<file path="config.mk">
export PLATFORM = sky130hd
export DESIGN_NAME = vpm_pipe_sink
export DESIGN_NICKNAME = d
export VERILOG_FILES = /design/src/rtl/vpm_pkg.sv /design/src/rtl/vpm_sink_fifo.sv /design/src/rtl/vpm_pipe_sink.sv
export SDC_FILE = /design/constraint.sdc
export NUM_CORES = 1
export LEC_CHECK = 0
export ABC_AREA = 1
export BUFFER_PORTS_ARGS = -buffer_cell sky130_fd_sc_hd__buf_2
export CAP_MARGIN = 20
export CORE_ASPECT_RATIO = 0.5
export CORE_UTILIZATION = 40
export DETAILED_ROUTE_END_ITERATION = 10
export PLACE_DENSITY_LB_ADDON = 0.15
export SETUP_SLACK_MARGIN = 0.15
export SLEW_MARGIN = 15
export SYNTH_ARGS = -nofsm -noshare
export SYNTH_HDL_FRONTEND = slang
export SYNTH_HIERARCHICAL = 1
export SYNTH_SLANG_ARGS = --single-unit
</file>
<file path="constraint.sdc">
create_clock -name clk -period 2.7 [get_ports clk]
set_input_delay 0.54 -clock clk [delete_from_list [all_inputs] [get_ports clk]]
set_output_delay 0.54 -clock clk [all_outputs]
set_load 0.05 [all_outputs]
</file>
<file path="src/rtl/vpm_pkg.sv">
// Shared helpers for the VPM pipeline sink: counter/pointer widths and
// parameter legality tests used at elaboration time.
package vpm_pkg;

  // Occupancy counter width: must represent 0..depth inclusive.
  function automatic int unsigned cnt_w(input int unsigned depth);
    return int'($clog2(depth + 1));
  endfunction

  // Pointer width: indexes 0..depth-1, wraps naturally for power-of-two depth.
  function automatic int unsigned ptr_w(input int unsigned depth);
    return (depth < 2) ? 1 : int'($clog2(depth));
  endfunction

  function automatic bit is_pow2(input int unsigned v);
    return (v != 0) && ((v & (v - 1)) == 0);
  endfunction

endpackage : vpm_pkg

</file>
<file path="src/rtl/vpm_sink_fifo.sv">
// Storage FIFO for the pipeline sink.
// Ports:
//   clk, rst      clock, asynchronous active-high reset
//   clear         synchronous clear; drops same-cycle write/read
//   wr_en/wr_data qualified write (caller guarantees room or concurrent read)
//   rd_en         qualified pop of the head entry
//   rd_data       head entry (combinational read of the registered array)
//   count         registered occupancy
//   count_next_c  occupancy after this edge (combinational)
//   full, empty   occupancy flags derived from count
module vpm_sink_fifo
  import vpm_pkg::*;
#(
  parameter int unsigned DATA_WIDTH = 8,
  parameter int unsigned DEPTH      = 8
) (
  input  logic                        clk,
  input  logic                        rst,
  input  logic                        clear,
  input  logic                        wr_en,
  input  logic [DATA_WIDTH-1:0]       wr_data,
  input  logic                        rd_en,
  output logic [DATA_WIDTH-1:0]       rd_data,
  output logic [cnt_w(DEPTH)-1:0]     count,
  output logic [cnt_w(DEPTH)-1:0]     count_next_c,
  output logic                        full,
  output logic                        empty
);

  localparam int unsigned CW = cnt_w(DEPTH);
  localparam int unsigned PW = ptr_w(DEPTH);

  logic [DATA_WIDTH-1:0] mem [DEPTH];
  logic [PW-1:0]         wr_ptr;
  logic [PW-1:0]         rd_ptr;

  assign full    = (count == CW'(DEPTH));
  assign empty   = (count == '0);
  assign rd_data = mem[rd_ptr];

  // Next occupancy; clear wins over any same-cycle traffic.
  always_comb begin
    count_next_c = count;
    if (clear) begin
      count_next_c = '0;
    end else begin
      count_next_c = count + CW'(wr_en) - CW'(rd_en);
    end
  end

  // Pointers and occupancy.
  always_ff @(posedge clk or posedge rst) begin
    if (rst) begin
      wr_ptr <= '0;
      rd_ptr <= '0;
      count  <= '0;
    end else begin
      count <= count_next_c;
      if (clear) begin
        wr_ptr <= '0;
        rd_ptr <= '0;
      end else begin
        if (wr_en) wr_ptr <= wr_ptr + PW'(1);
        if (rd_en) rd_ptr <= rd_ptr + PW'(1);
      end
    end
  end

  // Storage; cleared on reset so the head reads as zero out of reset.
  always_ff @(posedge clk or posedge rst) begin
    if (rst) begin
      for (int unsigned i = 0; i < DEPTH; i++) mem[i] <= '0;
    end else if (wr_en && !clear) begin
      mem[wr_ptr] <= wr_data;
    end
  end

endmodule : vpm_sink_fifo

</file>
<file path="src/rtl/vpm_pipe_sink.sv">
// Output stage of a VPM pipeline: buffers last-stage items, presents them
// downstream with valid/ready, and raises an early stall so items already
// in flight always have room.
// Ports:
//   clk, rst           clock, asynchronous active-high reset
//   icontrol, idata    item valid / payload from pipeline stage O
//   flush              synchronous clear of FIFO contents
//   out_valid/out_data head entry towards downstream
//   out_ready          downstream accepts the head entry
//   stall_req          registered request to hold the pipeline
//   count              current occupancy
//   overflow           sticky: an item was dropped while full
module vpm_pipe_sink
  import vpm_pkg::*;
#(
  parameter int unsigned DATA_WIDTH = 8,
  parameter int unsigned DEPTH      = 8,
  parameter int unsigned INFLIGHT   = 4
) (
  input  logic                    clk,
  input  logic                    rst,
  input  logic                    icontrol,
  input  logic [DATA_WIDTH-1:0]   idata,
  input  logic                    flush,
  output logic                    out_valid,
  output logic [DATA_WIDTH-1:0]   out_data,
  input  logic                    out_ready,
  output logic                    stall_req,
  output logic [cnt_w(DEPTH)-1:0] count,
  output logic                    overflow
);

  localparam int unsigned CW = cnt_w(DEPTH);

  // Elaboration-time parameter legality.
  if (!is_pow2(DEPTH) || DEPTH < 2) begin : g_bad_depth
    $error("vpm_pipe_sink: DEPTH must be a power of two >= 2");
  end
  if (INFLIGHT < 1 || INFLIGHT >= DEPTH) begin : g_bad_inflight
    $error("vpm_pipe_sink: INFLIGHT must satisfy 1 <= INFLIGHT < DEPTH");
  end

  logic          full;
  logic          empty;
  logic          rd_c;
  logic          wr_c;
  logic          drop_c;
  logic [CW-1:0] count_next_c;
  logic [CW-1:0] free_next_c;

  // A full FIFO still accepts a write when the head leaves the same cycle.
  assign rd_c        = out_valid & out_ready & ~flush;
  assign wr_c        = icontrol & (~full | rd_c) & ~flush;
  assign drop_c      = icontrol & full & ~(out_valid & out_ready) & ~flush;
  assign out_valid   = ~empty;
  assign free_next_c = CW'(DEPTH) - count_next_c;

  vpm_sink_fifo #(
    .DATA_WIDTH (DATA_WIDTH),
    .DEPTH      (DEPTH)
  ) u_fifo (
    .clk          (clk),
    .rst          (rst),
    .clear        (flush),
    .wr_en        (wr_c),
    .wr_data      (idata),
    .rd_en        (rd_c),
    .rd_data      (out_data),
    .count        (count),
    .count_next_c (count_next_c),
    .full         (full),
    .empty        (empty)
  );

  // Stall watermark; on flush count_next is 0 so this reduces to DEPTH <= INFLIGHT.
  always_ff @(posedge clk or posedge rst) begin
    if (rst) begin
      stall_req <= 1'b0;
    end else begin
      stall_req <= (free_next_c <= CW'(INFLIGHT));
    end
  end

  // Sticky overflow; only reset clears it.
  always_ff @(posedge clk or posedge rst) begin
    if (rst) begin
      overflow <= 1'b0;
    end else if (drop_c) begin
      overflow <= 1'b1;
    end
  end

endmodule : vpm_pipe_sink
</file>
==> qor.txt <==
Fin crit share: 91.4%
Core area: 9570 sq um
Post-route design area: 4640 sq um
Clock latency at the later pin of the worst-skew pair: 340 ps
Worst Setup SP: u_fifo/count[3]
Worst clock skew: 6.10 ps
Ports: 28
CTS tree: yes
Slew at the pin with the worst max-slew slack: 459 ps
Netlist area before placement: 3990 sq um
CTS max path bufs: 2
Area Overhead vs Synth: 16.2%
Vias in the first global route: 3014
Final WL: 9550 um
Max-Cap Viols: 0
Worst Setup Path Type: reg2reg
CTS root buf: clkbuf_16
Most Crowded Layer GR: met2
Max H-tree Level: 3
Flop-to-flop setup slack: 230 ps
Met2 usage: 31.8%
Non-filler cells, final: 686
YS warnings: 6
Drt drc: 0
Die W: 143 um
Hold Worst Slack: 60.0 ps
Seq/Total Area, Yosys: 47.6%
Fin crit period: 2470 ps
Distinct cell type count after synthesis: 26
Leakage: 0.00239 uW
Fmax: 405 MHz
R2r endpoint: stall_req
Clk sinks: 76
CP endpoint kind: register
Grt met1 use: 29.7%
Final Hold Violating Endpoints: 0
Worst IR Drop VDD: 323 uV
Ant. Diodes: 0
Clock buffer count from CTS: 9
Die footprint: 10400 sq um
Dpl cells: 670
Die height: 72.6 um
Initial antenna violation count: 0
CP max stage cell: fa_2
1st-iter DRT viols: 220
DR WL/cell: 13.9 um
RR Startpoint: u_fifo/count[3]
Routability congestion estimate: 0.773
Worst path cell trace: inv_2, ha_2, nor3b_2, inv_2, nand2_4, a21oi_4, inv_2, ha_4, inv_2, ha_4, fa_2, inv_1, nor2_1, nor2_1, nand2_1, nand2_1
Most common cell on crit path: inv_2
Pwr dens: 927 nW/um^2
Status: complete, no violations
Post-synthesis register bit count: 76
Worst reg-to-reg path cell count: 16
TNS Setup: 0 ps
Max-slew headroom: 69.3%
IO buf count: 27
Met3 Use GR: 4.86%
Mapped Cells: 517
Layout cells sized above 1: 17.1%
Detailed Routing Iterations Pass 1: 5
FP Rows: 25
DP HPWL: 6150 um
Data required time at the worst endpoint: 2930 ps
RSZ-0062 raised after global routing: yes
Slew Viols, Final: 0
Via count: 3153
Worst hold path type: in2async
Global-route wire length before repair: 15900 um
Final Setup Violations: 0
Worst setup path endpoint: stall_req
Synth Area per Inst: 7.72 sq um
CTS Hold Buffers Added: 0
WP data arrival: 2700 ps
Crit path launch type: register
CP max stage delay: 510 ps
GR Overflow Total: 0
Initial core utilization: 41.7%
Final ANT Viol Nets: 0
Layout fillers: 984
Vias per cell: 4.60
Nets: 569
Clk pin slew, worst setup/hold paths: 50 ps
Syn_nets: 539
Placed Area: 4290 sq um
Max Fanout on Critical Path: 3
Total track usage: 20.7%
Pin count of the biggest net entering global routing: 30
==> state kept, by name, summed over array words and instances, names as in the netlist <==
register	cells
overflow	1
stall_req	1
u_fifo/count	4
u_fifo/mem	64
u_fifo/rd_ptr	3
u_fifo/wr_ptr	3
==> Yosys cell counts, drive strengths merged <==
master  instances  area share [%]
a21oi           5            0.72
buf            16             3.3
clkbuf          3            0.28
clkinv          4            0.38
dfrtp          76              48
fa              1            0.50
ha              8             2.5
inv            91             8.6
nand2         189              19
nand3          38             4.9
nor2           12             1.7
nor3b           2            0.38
o21ai          69             9.4
o21bai          1            0.19
or2             1            0.16
xnor2           1            0.22
==> logic make-up (layout without fill, tap and decap cells) <==
| logic type | Yosys count | count (layout) | synth area share (%) |
|---|---|---|---|
| compound gates | 75 | 75 | 10.3 |
| xor+xnor | 1 | 1 | 0.219 |
| fa+ha+maj | 9 | 9 | 3.01 |
| buf+inv | 114 | 148 | 12.5 |
| flops | 76 | 76 | 47.6 |
| simple gates | 242 | 242 | 26.4 |
==> metrics by stage <==
step	util, %	setup WS, ps	total power (uW)
after floorplan	-	-146	2610
after global placement	44.8	182	2910
after detailed placement	44.8	119	2940
after CTS	48.4	179	4340
after global routing	48.5	102	4590
final	48.5	232	4300
==> metal layers <==
metal  share of wire (%)  up-vias
met5                   0        -
met4                0.96        0
met3                 4.2       10
met2                  42       53
met1                  53     1452
li1                    -     1638
==> power breakdown <==
part / switching, uW / leakage, uW / internal, uW / total [uW]
registers: 123 / 0.00102 / 1330 / 1450
logic: 1020 / 0.00120 / 451 / 1470
clock network: 459 / 0.000162 / 923 / 1380
==> worst min path at each step <==
stage | slack [ps] | startpoint | to | cells past startpoint
6_report | 60 | rst | stall_req | 2
5_1_grt | 60 | rst | stall_req | 2
4_1_cts | 60 | rst | stall_req | 2
3_5_place_dp | 410 | rst | stall_req | 2
3_3_place_gp | 410 | rst | stall_req | 2
2_1_floorplan | 280 | rst | overflow | 1
==> cell usage in the layout, fill, tap and decap left out, drive strengths merged <==
| cell | n |
|---|---|
| nand2 | 189 |
| inv | 91 |
| dfrtp | 76 |
| o21ai | 69 |
| nand3 | 38 |
| buf | 38 |
| nor2 | 12 |
| clkbuf | 11 |
| ha | 8 |
| a21oi | 5 |
| clkinv | 4 |
| bufinv | 3 |
| nor3b | 2 |
| clkinvlp | 1 |
| or2 | 1 |
| o21bai | 1 |
| xnor2 | 1 |
| fa | 1 |
==> what timing repair did <==
action,in CTS,in global routing
pin swaps,1,0
endpoints found under the setup margin,1,7
buffers inserted,1,0
resized for setup,0,2
==> cell type report <==
class / count / area, sq um / share of cell area [%]
flip-flops and latches: 76 / 1910 / 41.1
multi-input cells: 327 / 1640 / 35.3
inverters: 95 / 357 / 7.69
clock buffers: 11 / 243 / 5.23
repair buffers: 38 / 230 / 4.96
well taps: 135 / 169 / 3.64
clock inverters: 4 / 97.6 / 2.10
==> critical path: cells and delay by family (launching register included) <==
kind	cells	cell delay [ps]
AOI/OAI and AO/OA	1	140
adders and majority gates	4	1090
buffers and inverters	5	270
DFF	1	370
and+or+nand+nor	6	510
Note: power is estimated with default switching activity, not from simulation.
